## src/rtl/spi_slave_txd_if.sv

```systemverilog
// Local-side byte stream for spi_slave_txd. The producer uses the master modport
// and the transmitter uses the slave modport.
interface spi_slave_txd_if;
    logic [7:0] tx_data;
    logic       tx_valid;
    logic       tx_ready;
    logic       tx_done;
    logic       tx_underrun;

    modport master (output tx_data, tx_valid, input tx_ready, tx_done, tx_underrun);
    modport slave  (input tx_data, tx_valid, output tx_ready, tx_done, tx_underrun);
endinterface

```

## src/rtl/spi_slave_txd.sv

```systemverilog
// SPI mode-0 slave transmitter: MSB-first MISO fed from a one-deep valid/ready buffer.
// Define SPI_TXD_HIZ_EN to tri-state MISO outside an active frame.
module spi_slave_txd #(
    parameter logic [7:0] IDLE_FILL = 8'hFF
) (
    input  logic             clk,
    input  logic             rst_n,
    input  logic             spi_cs,
    input  logic             spi_sck,
    output logic             spi_miso,
    output logic             busy,
    spi_slave_txd_if.slave   tx
);
    typedef enum logic {S_IDLE, S_SHIFT} state_t;

    state_t     r_state;
    logic [1:0] r_cs_sync;   // [0] first stage, [1] second stage
    logic [1:0] r_sck_sync;
    logic [7:0] r_buf;
    logic       r_buf_full;
    logic [7:0] r_shreg;
    logic [3:0] r_bitcnt;
    logic       r_done_pend;
    logic       r_tx_done;
    logic       r_underrun;
    logic       r_miso;

    logic       w_cs_neg, w_cs_flag, w_sck_pos, w_sck_neg;
    logic       w_hs, w_load;
    logic [7:0] w_load_byte;

    assign w_cs_neg  = r_cs_sync[1] & ~r_cs_sync[0];
    assign w_cs_flag = r_cs_sync[1];
    assign w_sck_pos = ~r_sck_sync[1] & r_sck_sync[0];
    assign w_sck_neg = r_sck_sync[1] & ~r_sck_sync[0];

    assign w_hs        = tx.tx_valid & ~r_buf_full;
    assign w_load      = ((r_state == S_IDLE) & w_cs_neg) |
                         ((r_state == S_SHIFT) & ~w_cs_flag & w_sck_neg & (r_bitcnt == 4'd8));
    assign w_load_byte = r_buf_full ? r_buf : IDLE_FILL;

    assign tx.tx_ready    = ~r_buf_full;
    assign tx.tx_done     = r_tx_done;
    assign tx.tx_underrun = r_underrun;
    assign busy           = (r_state == S_SHIFT);

    always_ff @(posedge clk or negedge rst_n) begin
        if (!rst_n) begin
            r_cs_sync  <= 2'b11;
            r_sck_sync <= 2'b00;
        end else begin
            r_cs_sync  <= {r_cs_sync[0], spi_cs};
            r_sck_sync <= {r_sck_sync[0], spi_sck};
        end
    end

    // A load from an empty buffer and a handshake may coincide; the new byte survives.
    always_ff @(posedge clk or negedge rst_n) begin
        if (!rst_n) begin
            r_buf      <= 8'h00;
            r_buf_full <= 1'b0;
        end else begin
            if (w_load)
                r_buf_full <= 1'b0;
            if (w_hs) begin
                r_buf      <= tx.tx_data;
                r_buf_full <= 1'b1;
            end
        end
    end

    always_ff @(posedge clk or negedge rst_n) begin
        if (!rst_n) begin
            r_state     <= S_IDLE;
            r_shreg     <= 8'h00;
            r_bitcnt    <= 4'd0;
            r_done_pend <= 1'b0;
            r_tx_done   <= 1'b0;
            r_underrun  <= 1'b0;
            r_miso      <= 1'b0;
        end else begin
            r_done_pend <= 1'b0;
            r_tx_done   <= r_done_pend;
            r_underrun  <= w_load & ~r_buf_full;
            r_miso      <= (r_state == S_SHIFT) & ~w_cs_flag & r_shreg[7];
            case (r_state)
                S_IDLE: begin
                    r_bitcnt <= 4'd0;
                    if (w_cs_neg) begin
                        r_shreg <= w_load_byte;
                        r_state <= S_SHIFT;
                    end
                end
                S_SHIFT: begin
                    if (w_cs_flag) begin
                        // CS rise wins over any SCK edge; partial byte is dropped.
                        r_state  <= S_IDLE;
                        r_bitcnt <= 4'd0;
                    end else if (w_sck_pos) begin
                        r_bitcnt <= r_bitcnt + 4'd1;
                        if (r_bitcnt == 4'd7)
                            r_done_pend <= 1'b1;
                    end else if (w_sck_neg) begin
                        if (r_bitcnt == 4'd8) begin
                            r_shreg  <= w_load_byte;
                            r_bitcnt <= 4'd0;
                        end else begin
                            r_shreg <= {r_shreg[6:0], 1'b0};
                        end
                    end
                end
                default: r_state <= S_IDLE;
            endcase
        end
    end

`ifdef SPI_TXD_HIZ_EN
    logic r_oe;

    always_ff @(posedge clk or negedge rst_n) begin
        if (!rst_n)
            r_oe <= 1'b0;
        else
            r_oe <= (r_state == S_SHIFT) & ~w_cs_flag;
    end

    assign spi_miso = r_oe ? r_miso : 1'bz;
`else
    assign spi_miso = r_miso;
`endif

endmodule

```

## src/flat_wrapper.sv

```systemverilog
// flat-port wrapper written by rule: the top's interface ports become plain ports
module spi_slave_txd_flat 
#(
    parameter logic [7:0] IDLE_FILL = 8'hFF
)
  (clk, rst_n, spi_cs, spi_sck, spi_miso, busy, tx_tx_data, tx_tx_valid, tx_tx_ready, tx_tx_done, tx_tx_underrun);
  spi_slave_txd_if tx_i ();
  input  logic clk;
  input  logic rst_n;
  input  logic spi_cs;
  input  logic spi_sck;
  output logic spi_miso;
  output logic busy;
  input wire logic [$bits(tx_i.tx_data)-1:0] tx_tx_data;
  input wire logic [$bits(tx_i.tx_valid)-1:0] tx_tx_valid;
  output wire logic [$bits(tx_i.tx_ready)-1:0] tx_tx_ready;
  output wire logic [$bits(tx_i.tx_done)-1:0] tx_tx_done;
  output wire logic [$bits(tx_i.tx_underrun)-1:0] tx_tx_underrun;
  assign tx_i.tx_data = tx_tx_data;
  assign tx_i.tx_valid = tx_tx_valid;
  assign tx_tx_ready = tx_i.tx_ready;
  assign tx_tx_done = tx_i.tx_done;
  assign tx_tx_underrun = tx_i.tx_underrun;
  spi_slave_txd #(.IDLE_FILL(IDLE_FILL)) u_core (.clk(clk), .rst_n(rst_n), .spi_cs(spi_cs), .spi_sck(spi_sck), .spi_miso(spi_miso), .busy(busy), .tx(tx_i));
endmodule
```

## config.mk

```make
export PLATFORM = sky130hd
export DESIGN_NAME = spi_slave_txd_flat
export DESIGN_NICKNAME = d
export VERILOG_FILES = /design/src/rtl/spi_slave_txd_if.sv /design/src/rtl/spi_slave_txd.sv /design/src/flat_wrapper.sv
export SDC_FILE = /design/constraint.sdc
export NUM_CORES = 1
export LEC_CHECK = 0
export CAP_MARGIN = 5
export CORE_MARGIN = 2
export CORE_UTILIZATION = 40
export CTS_CLUSTER_DIAMETER = 40
export DETAILED_ROUTE_END_ITERATION = 8
export GPL_TIMING_DRIVEN = 0
export SYNTH_ARGS = -nofsm -noshare
export SYNTH_HDL_FRONTEND = slang
export SYNTH_SLANG_ARGS = --single-unit
```

## constraint.sdc

```tcl
create_clock -name clk -period 1.7 [get_ports clk]
set_input_delay 0.51 -clock clk [delete_from_list [all_inputs] [get_ports clk]]
set_output_delay 0.51 -clock clk [all_outputs]
set_load 0.1 [all_outputs]
```

==> results_dict.tcl, run 1 <==
set metrics [dict create \
    status "completed" \
    grt_first_pass_wirelength_um 4800 \
    crit_path_start_kind "flip-flop" \
    hold_viol 0 \
    fin_nets 160 \
    syn-num-nets 135 \
    die_w_um 63.3 \
    ant_nets 0 \
    crit_arrival_ps 1110 \
    diodes 0 \
    fin_crit_ps 1620 \
    drive_gt1_share_pct 23.6 \
    hold_class "reg2reg" \
    clk_pin_slew_ps 70 \
    crit_chain "inv_4 > buf_8" \
    grt_pass1_vias 1041 \
    grtUsageTotal_pct 15.8 \
    core_area_um2 3360 \
    tns_ps 0 \
    final_core_util_pct 51.7 \
    clock.fmax_ghz 0.618 \
    stdcell_area_um2 1740 \
    cp_data_required_time_ps 1190 \
    rows 21 \
    grt_max_degree 17 \
    synth-async-reset-ratio_pct 100 \
    vias 1014 \
    critPathMaxStageDelay_ps 440 \
    maxSlewViolCount 0 \
    use_met1_pct 19.5 \
    crit_type "reg2out" \
    gp_congestion 0.781 \
    seq_area_frac_synth_pct 53.5 \
    power_frac_comb_pct 31.0 \
    area_growth_pct 23.6 \
    numCtsBuffers 5 \
    via_per_inst 5.34 \
    cts_hold_buffers 0 \
    die_area_um2 4010 \
    maxCapViolCount 0 \
    switchingPower_uw 683 \
    die_h_um 63.3 \
    pwr-share-clk_pct 20.5 \
    grt_remaining_overflow 0 \
    syn_avg_cell_area_um2 11.9 \
    p_per_area_nw_per_um2 1220 \
    finalCritPeriodShare_pct 95.1 \
    cts_tree "yes" \
    top_usage_layer "met2" \
    grt.met3_usage_pct 6.79 \
    leakagePower_nw 0.769 \
    clock_path_buffers 2 \
    cp-end-kind "primary output" \
    ir_drop_mv 0.622 \
    critical_path.n_buffers_inverters 2 \
    worst_path_max_delay_cell "dfrtp_1" \
    synthDistinctLibCells 30 \
    p_int_mw 1.45 \
    placed_cell_area_um2 1670 \
    cts-root-buf "clkbuf_4" \
    first_iter_violations 29 \
    fin_worst_skew_ps 12.9 \
    dr.pass1.iters 4 \
    io_pins 18 \
    cts.htree.levels 2 \
    synth_cells 118 \
    routed_wl_um 2580 \
    start_util_pct 41.9 \
    hold_slack_ps 369 \
    yosysWarnings 0 \
    p_sw_share_pct 32.1 \
    insertion_delay_ps 340 \
    power_frac_seq_pct 48.5 \
    grt_setup_unrepaired "false" \
    dp_hpwl_um 1800 \
    crit_family "flip-flops" \
    portBuffers 17 \
    setup_viol 0 \
    cp_max_fo 9 \
    drt-wirelength-per-cell_um 13.6 \
    clock_sinks 30 \
    drt_drc_violations_left 0 \
    worst_pin_slew_ps 745 \
    synth_flop_cell "dfrtp_1" \
    p_total_mw 2.13 \
    synth_edf_count 0 \
    slew_headroom_pct 50.2 \
    synth_seq_cells 30 \
    use_met2_pct 24.2 \
    syn_area_um2 1410 \
    antenna_found_initial 0 \
]
## worst register-to-register path, stage by stage (launching register included)
cell and delay, ps:
dfrtp_4 490, buf_6 120, or3b_1 400, and2_4 200, mux2_4 290
## through the flow
| step | std cells | worst slack [ps] |
|---|---|---|
| after CTS | 192 | 3.25 |
| after detailed placement | 182 | -486 |
| after global routing | 190 | 18.6 |
| after floorplan | 118 | -233 |
| final | 190 | 82.7 |
| after global placement | 181 | -594 |
## logic make-up (layout without fill, tap and decap cells)
family / after synthesis / count (layout) / share of synthesized area (%)
compound gates: 29 / 29 / 17.2
xor+xnor: 1 / 1 / 0.622
fa+ha+maj: 4 / 4 / 3.56
buf+inv: 22 / 48 / 7.47
flops: 30 / 30 / 53.5
mux: 9 / 9 / 7.47
simple gates: 23 / 23 / 10.1
## routing by layer
layer | vias to the layer above | wire (µm)
li1 | 473 | -
met1 | 505 | 1160
met2 | 29 | 1200
met3 | 7 | 170
met4 | 0 | 55
met5 | - | 0
## cells in the mapped netlist, types with 2 or more instances
master | n | area share, %
a211o_1 | 7 | 4.4
a22o_1 | 7 | 4.4
a31oi_1 | 2 | 0.89
a32oi_1 | 7 | 4.4
buf_6 | 3 | 2.4
clkbuf_1 | 5 | 1.3
dfrtp_1 | 28 | 50
dfstp_2 | 2 | 3.7
ha_1 | 4 | 3.6
inv_1 | 13 | 3.5
mux2_2 | 8 | 6.4
nand2_1 | 4 | 1.1
nand3_1 | 2 | 0.71
nand3b_1 | 6 | 3.2
nor2_1 | 4 | 1.1
o31a_1 | 2 | 1.2
## cells in the final DEF (no fill, tap or decap), drive strengths merged, types with 4 or more instances in the layout
master / instances
a211o: 7
a22o: 7
a32oi: 7
buf: 11
clkbuf: 11
clkdlybuf4s50: 12
dfrtp: 28
ha: 4
inv: 14
mux2: 9
nand2: 4
nand3b: 6
nor2: 4
## power groups by stage
stage                     Sequential (mW)  Clock (mW)  Combinational (mW)
after floorplan                      1.06           0               0.460
after global placement               1.04           0               0.630
after detailed placement             1.04           0               0.651
after CTS                            1.03       0.451               0.661
after global routing                 1.06       0.494               0.722
final                                1.03       0.437               0.661
## layout make-up
cell class / count / area (µm²)
plain buffers: 4 / 23.8
flip-flops and latches: 30 / 757
repair buffers: 22 / 219
well taps: 46 / 57.6
clock buffers: 8 / 58.8
fillers: 333 / 1620
multi-input cells: 66 / 568
inverters: 14 / 55.1
## state kept, by name, indices dropped and copies added, names as in the netlist
signal	flops
u_core.tx.tx_underrun	1
u_core.tx.tx_done	1
u_core.r_done_pend	1
u_core.r_buf_full	1
u_core.r_cs_sync	2
u_core.spi_miso	1
u_core.busy	1
u_core.r_bitcnt	4
u_core.r_buf	8
u_core.r_shreg	8
u_core.r_sck_sync	2
## path summary, 6_finish.rpt
check,start,endpoint,slack [ps],cells after the start
max,u_core.r_buf_full,tx_tx_ready,80,2
min,u_core.r_cs_sync[0],u_core.r_cs_sync[1],370,0
max in group asynchronous,rst_n,u_core.r_cs_sync[1],460,2
min in group asynchronous,rst_n,u_core.r_bitcnt[2],600,1
min reg2reg,u_core.r_cs_sync[0],u_core.r_cs_sync[1],370,0
max reg2reg,u_core.busy,u_core.r_shreg[0],90,4
## what timing repair did
item | CTS | global route
setup endpoints to repair | 16 | 7
pin swaps | 1 | 1
buffers inserted | 4 | 0
resized for setup | 31 | 4
(Power assumes the default switching activity.)
==> run 2: changes to the inputs <==
--- a/config.mk
+++ b/config.mk
@@ -5,6 +5,7 @@
 export SDC_FILE = /design/constraint.sdc
 export NUM_CORES = 1
 export LEC_CHECK = 0
+export ABC_AREA = 1
 export CAP_MARGIN = 5
 export CORE_MARGIN = 2
 export CORE_UTILIZATION = 40
==> constraint.sdc (replaced) <==
create_clock -name clk -period 1.7 [get_ports clk]
set_input_delay 0.51 -clock clk [delete_from_list [all_inputs] [get_ports clk]]
set_output_delay 0.51 -clock clk [all_outputs]
set_load 0.005 [all_outputs]
==> run 2 against run 1 <==
  * Largest power group unchanged
  * Synthesized cell count up 18%
  * Non-clock buffer count is 3 lower
  * Flip-flop and latch count unchanged
==> results_dict.tcl, run 2 <==
set metrics [dict create \
    ir_drop_mv 0.659 \
    antenna_found_initial 0 \
    synth_edf_count 0 \
    cp-end-kind "primary output" \
    die_h_um 63.6 \
    cp_data_required_time_ps 1190 \
    pwr-share-clk_pct 21.6 \
    cts_tree "yes" \
    p_sw_share_pct 30.8 \
    layout_common_cells "36 x nand2_1, 28 x dfrtp_1, 12 x nor2_1, 12 x clkdlybuf4s50_1, 11 x inv_1" \
    gp_congestion 0.812 \
    synth_area_leaders "dfrtp_1 49%, nand2_1 9.5%, mux2_2 6.3%, o211ai_2 5.3%, dfstp_2 3.7%" \
    maxSlewViolCount 0 \
    yosysWarnings 0 \
    top_regs "u_core.r_buf (8), u_core.r_shreg (8), u_core.r_bitcnt (4)" \
    cp_max_fo 2 \
    clock.fmax_ghz 0.649 \
    grtUsageTotal_pct 14.6 \
    cts-root-buf "clkbuf_4" \
    grt_max_degree 19 \
    dp_hpwl_um 1860 \
    via_per_inst 4.58 \
    power_frac_comb_pct 27.7 \
    synthTopCellsByCount "36 x nand2_1, 28 x dfrtp_1, 12 x nor2_1, 11 x inv_1, 8 x mux2_2" \
    worst_pin_slew_ps 667 \
    stdcell_area_um2 1770 \
    synth_seq_cells 30 \
    clock_sinks 30 \
    synth_top_area_share_pct 49.3 \
    mostFrequentLayoutCell "nand2_1" \
    p_per_area_nw_per_um2 1140 \
    p_total_mw 2.02 \
    p_int_mw 1.40 \
    setup_viol 0 \
    fin_worst_skew_ps 10.5 \
    synthDistinctLibCells 26 \
    crit_path_start_kind "flip-flop" \
    crit_family "flip-flops" \
    cts.htree.levels 2 \
    start_util_pct 42.2 \
    syn_avg_cell_area_um2 10.2 \
    syn_area_um2 1420 \
    hold_class "reg2reg" \
    switchingPower_uw 621 \
    leakagePower_nw 0.871 \
    cts_hold_buffers 0 \
    seq_area_frac_synth_pct 53.0 \
    drt_drc_violations_left 0 \
    dr.pass1.iters 4 \
    grt_remaining_overflow 0 \
    vias 981 \
    io_pins 18 \
    placed_cell_area_um2 1680 \
    core_area_um2 3360 \
    numCtsBuffers 5 \
    routed_wl_um 2530 \
    syn-num-nets 156 \
    crit_type "reg2out" \
    ant_nets 0 \
    insertion_delay_ps 330 \
    drt-wirelength-per-cell_um 11.8 \
    slew_headroom_pct 55.4 \
    grt_first_pass_wirelength_um 4500 \
    maxCapViolCount 0 \
    status "completed" \
    die_w_um 63.6 \
    synth_most_common_cell "nand2_1" \
    power_frac_seq_pct 50.7 \
    finalCritPeriodShare_pct 90.6 \
    first_iter_violations 20 \
    grt_pass1_vias 1023 \
    critPathMaxStageDelay_ps 420 \
    die_area_um2 4040 \
    hold_viol 0 \
    fin_nets 184 \
    critical_path.n_buffers_inverters 2 \
    clock_path_buffers 2 \
    grt_setup_unrepaired "false" \
    rows 21 \
    yosys.area.top_type "dfrtp_1" \
    diodes 0 \
    clk_pin_slew_ps 90 \
    synth_flop_cell "dfrtp_1" \
    portBuffers 17 \
    crit_chain "inv_4 > dlygate4sd2_1" \
    hold_slack_ps 363 \
    synth-async-reset-ratio_pct 100 \
    worst_path_max_delay_cell "dfrtp_1" \
    crit_arrival_ps 1030 \
    fin_crit_ps 1540 \
    area_growth_pct 24.3 \
    synth_cells 139 \
    drive_gt1_share_pct 26.8 \
]
## run 2: changes by cell type after synthesis, moves of 6 or more
cell      before  now
a211o_1        7    0
o211ai_2       0    6
a32oi_1        7    0
nand2_1        4   36
nor2_1         4   12
a22o_1         7    0
nand3b_1       6    0
## run 2: final timing paths
kind | startpoint | cells past startpoint | slack, ps | to
max | u_core.r_buf_full | 2 | 160 | tx_tx_ready
min | u_core.r_done_pend | 0 | 360 | u_core.tx.tx_done
max reg2reg | u_core.r_bitcnt[0] | 8 | 290 | u_core.r_shreg[5]
min reg2reg | u_core.r_done_pend | 0 | 360 | u_core.tx.tx_done
max in group asynchronous | rst_n | 2 | 510 | u_core.r_cs_sync[0]
min in group asynchronous | rst_n | 1 | 580 | u_core.spi_miso
## run 2: layout make-up
type | instances | area [µm²]
buffer | 2 | 31.3
fill | 344 | 1600
multi-input combinational | 91 | 576
clock buffer | 7 | 55.1
clock inverter | 1 | 5.00
tap | 46 | 57.6
timing repair buffer | 21 | 225
sequential | 30 | 753
inverter | 16 | 62.6
## run 2: timing repair
action | in CTS | in global routing
resized for setup | 3 | 3
setup buffers | 3 | 0
endpoints found under the setup margin | 2 | 3
## run 2: kinds of logic (layout without fill, tap and decap cells)
kind of cell | after synthesis | count (layout) | share of synthesized area (%)
and+or+nand+nor | 64 | 64 | 20.6
DFF | 30 | 30 | 53.0
buffers and inverters | 18 | 47 | 6.43
AOI/OAI and AO/OA | 15 | 15 | 10.0
muxes | 8 | 8 | 6.34
adders and majority gates | 4 | 4 | 3.52
## run 2: worst register-to-register path, stage by stage (launching register included)
cell and delay [ps]:
dfrtp_1 400, inv_1 100, ha_1 170, nand3_2 120, nand2_2 140, buf_6 170, nand2_1 80, o211ai_2 70
nand2_1 60
## run 2: metrics by stage
step | setup WS [ps] | util, % | setup TNS, ps | instances
2_1_floorplan | 433 | - | 0 | 139
3_3_place_gp | -405 | 49.0 | -11630 | 202
3_5_place_dp | 107 | 49.8 | 0 | 203
4_1_cts | 28.0 | 52.3 | 0 | 214
5_1_grt | 87.8 | 52.5 | 0 | 214
6_report | 160 | 52.5 | 0 | 214
## run 2: power by group through the flow
stage	Sequential [mW]	Clock, mW	Combinational (mW)
finish	1.02	0.436	0.559
global route	1.05	0.502	0.633
CTS	1.02	0.451	0.569
detailed placement	1.03	0	0.532
global placement	1.03	0	0.510
floorplan	1.01	0	0.386
## run 2: layer usage
metal / track usage [%] / wire length (µm) / up-vias
met4: 6.25 / 19 / 0
met1: 17.9 / 1200 / 464
met5: 0 / 0 / -
met3: 6.07 / 104 / 2
li1: - / - / 500
met2: 22.6 / 1200 / 15
==> run 3: changes to the inputs <==
--- a/config.mk
+++ b/config.mk
@@ -8,10 +8,11 @@
 export ABC_AREA = 1
 export CAP_MARGIN = 5
 export CORE_MARGIN = 2
-export CORE_UTILIZATION = 40
+export CORE_UTILIZATION = 48
 export CTS_CLUSTER_DIAMETER = 40
 export DETAILED_ROUTE_END_ITERATION = 8
 export GPL_TIMING_DRIVEN = 0
+export PLACE_DENSITY = 0.73
 export SYNTH_ARGS = -nofsm -noshare
 export SYNTH_HDL_FRONTEND = slang
 export SYNTH_SLANG_ARGS = --single-unit
==> run 3 against run 2 <==
  * Combinational power decreased by 1%
  * Critical path depth decreased by 1
  * Critical endpoint is now tx_tx_done
  * Via count increased by 2.5%
  * Largest power group unchanged
  * Sequential share of layout area increased by 0.96 points
  * Core utilization increased by 9.6 points
  * Die area decreased by 16%
  * Final cell count decreased by 7.5%
  * Clock power increased by 25%
==> results_dict.tcl, run 3 (synthesized netlist as in run 2, its figures left out) <==
set metrics [dict create \
    clock_sinks 30 \
    leakagePower_nw 0.843 \
    final_core_util_pct 62.1 \
    area_growth_pct 21.6 \
    worst_path_max_delay_cell "clkdlybuf4s50_1" \
    crit_family "buffers and inverters" \
    clk_pin_slew_ps 90 \
    p_per_area_nw_per_um2 1230 \
    core_area_um2 2780 \
    grt_first_pass_wirelength_um 4420 \
    cp_max_fo 1 \
    die_w_um 58.4 \
    first_iter_violations 16 \
    slew_headroom_pct 56.6 \
    vias 1006 \
    fin_nets 183 \
    finalCritPeriodShare_pct 97.3 \
    portBuffers 17 \
    rows 19 \
    hold_slack_ps 204 \
    layout_common_cells "36 x nand2_1, 28 x dfrtp_1, 12 x nor2_1, 12 x clkdlybuf4s50_1, 11 x inv_1" \
    drt-wirelength-per-cell_um 12.6 \
    critical_path.n_buffers_inverters 1 \
    p_total_mw 2.12 \
    grtUsageTotal_pct 17.5 \
    critPathMaxStageDelay_ps 490 \
    fin_worst_skew_ps 4.08 \
    crit_arrival_ps 1140 \
    crit_path_start_kind "flip-flop" \
    dr.pass1.iters 4 \
    hold_class "in2async" \
    drive_gt1_share_pct 26.3 \
    via_per_inst 5.08 \
    clock_path_buffers 2 \
    clock.fmax_ghz 0.604 \
    start_util_pct 51.1 \
    dp_hpwl_um 1830 \
    cp-end-kind "primary output" \
    cts_tree "yes" \
    routed.top_layer "met4" \
    met3_length_um 84 \
    setup_viol 0 \
    grt_pass1_vias 1052 \
    maxSlewViolCount 0 \
    status "completed" \
    die_area_um2 3410 \
    antenna_found_initial 0 \
    top_regs "u_core.r_buf (8), u_core.r_shreg (8), u_core.r_bitcnt (4)" \
    mostFrequentLayoutCell "nand2_1" \
    regArea_um2 753 \
    wl_met2_um 1320 \
    routed_wl_um 2490 \
    diodes 0 \
    crit_type "reg2out" \
    placed_cell_area_um2 1630 \
    cp_data_required_time_ps 1190 \
    numCtsBuffers 5 \
    worst_pin_slew_ps 650 \
    multiInputGateArea_um2 576 \
    grt_remaining_overflow 0 \
    hold_viol 0 \
    cts.htree.levels 2 \
    crit_chain "clkdlybuf4s50_1" \
    wl_met1_um 1040 \
    tns_ps 0 \
    cts-root-buf "clkbuf_4" \
    ir_drop_mv 1.01 \
    ant_nets 0 \
    io_pins 18 \
    drt_drc_violations_left 0 \
    grt_max_degree 31 \
    gp_congestion 0.781 \
    maxCapViolCount 0 \
    fin_crit_ps 1650 \
    insertion_delay_ps 320 \
    die_h_um 58.4 \
    grt_setup_unrepaired "false" \
    stdcell_area_um2 1730 \
    num-fill-cells 246 \
]
run 3: final timing paths:
path / start / end / slack [ps] / cells after the start
setup / recovery: u_core.tx.tx_done / tx_tx_done / 50 / 1
max in group asynchronous: rst_n / u_core.r_buf_full / 1070 / 1
min in group clk: u_core.r_done_pend / u_core.tx.tx_done / 360 / 0
setup reg to reg: u_core.r_bitcnt[0] / u_core.r_shreg[5] / 260 / 8
hold / removal: rst_n / u_core.spi_miso / 200 / 1
hold reg to reg: u_core.r_done_pend / u_core.tx.tx_done / 360 / 0
run 3: worst reg2reg max path, cell delays in order (launching register included):
cell and delay (ps):
dfrtp_1 410, inv_1 110, ha_1 180, nand3_2 120, nand2_2 150, buf_6 170
nand2_1 80, o211ai_2 70, nand2_1 60
run 3: metal layers:
layer | vias up | global-route usage (%)
met5 | - | 0
met4 | 0 | 7.97
met3 | 5 | 4.62
met2 | 16 | 30.3
met1 | 483 | 20.1
li1 | 502 | -
run 3: area by class of cell:
cell class / instances / area share (%)
flip-flops and latches: 30 / 43.6
repair buffers: 20 / 11.0
inverters: 16 / 3.62
clock inverters: 1 / 1.74
well taps: 31 / 2.25
multi-input cells: 91 / 33.3
plain buffers: 2 / 1.81
clock buffers: 7 / 2.61
run 3: what timing repair did:
item | CTS | global route
hold buffers | 0 | 0
buffers inserted | 3 | 0
endpoints found under the setup margin | 30 | 2
gates resized for setup | 4 | 2
run 3: where the power goes:
part,internal (mW),switching [mW]
registers,0.910,0.114
clock network,0.312,0.233
logic,0.280,0.273
run 3: metrics by stage:
| step | cells | setup slack [ps] |
|---|---|---|
| after floorplan | 139 | 433 |
| final | 198 | 45.6 |
| after global routing | 198 | 1.78 |
| after CTS | 198 | 23.5 |
| after detailed placement | 187 | -413 |
| after global placement | 187 | -369 |
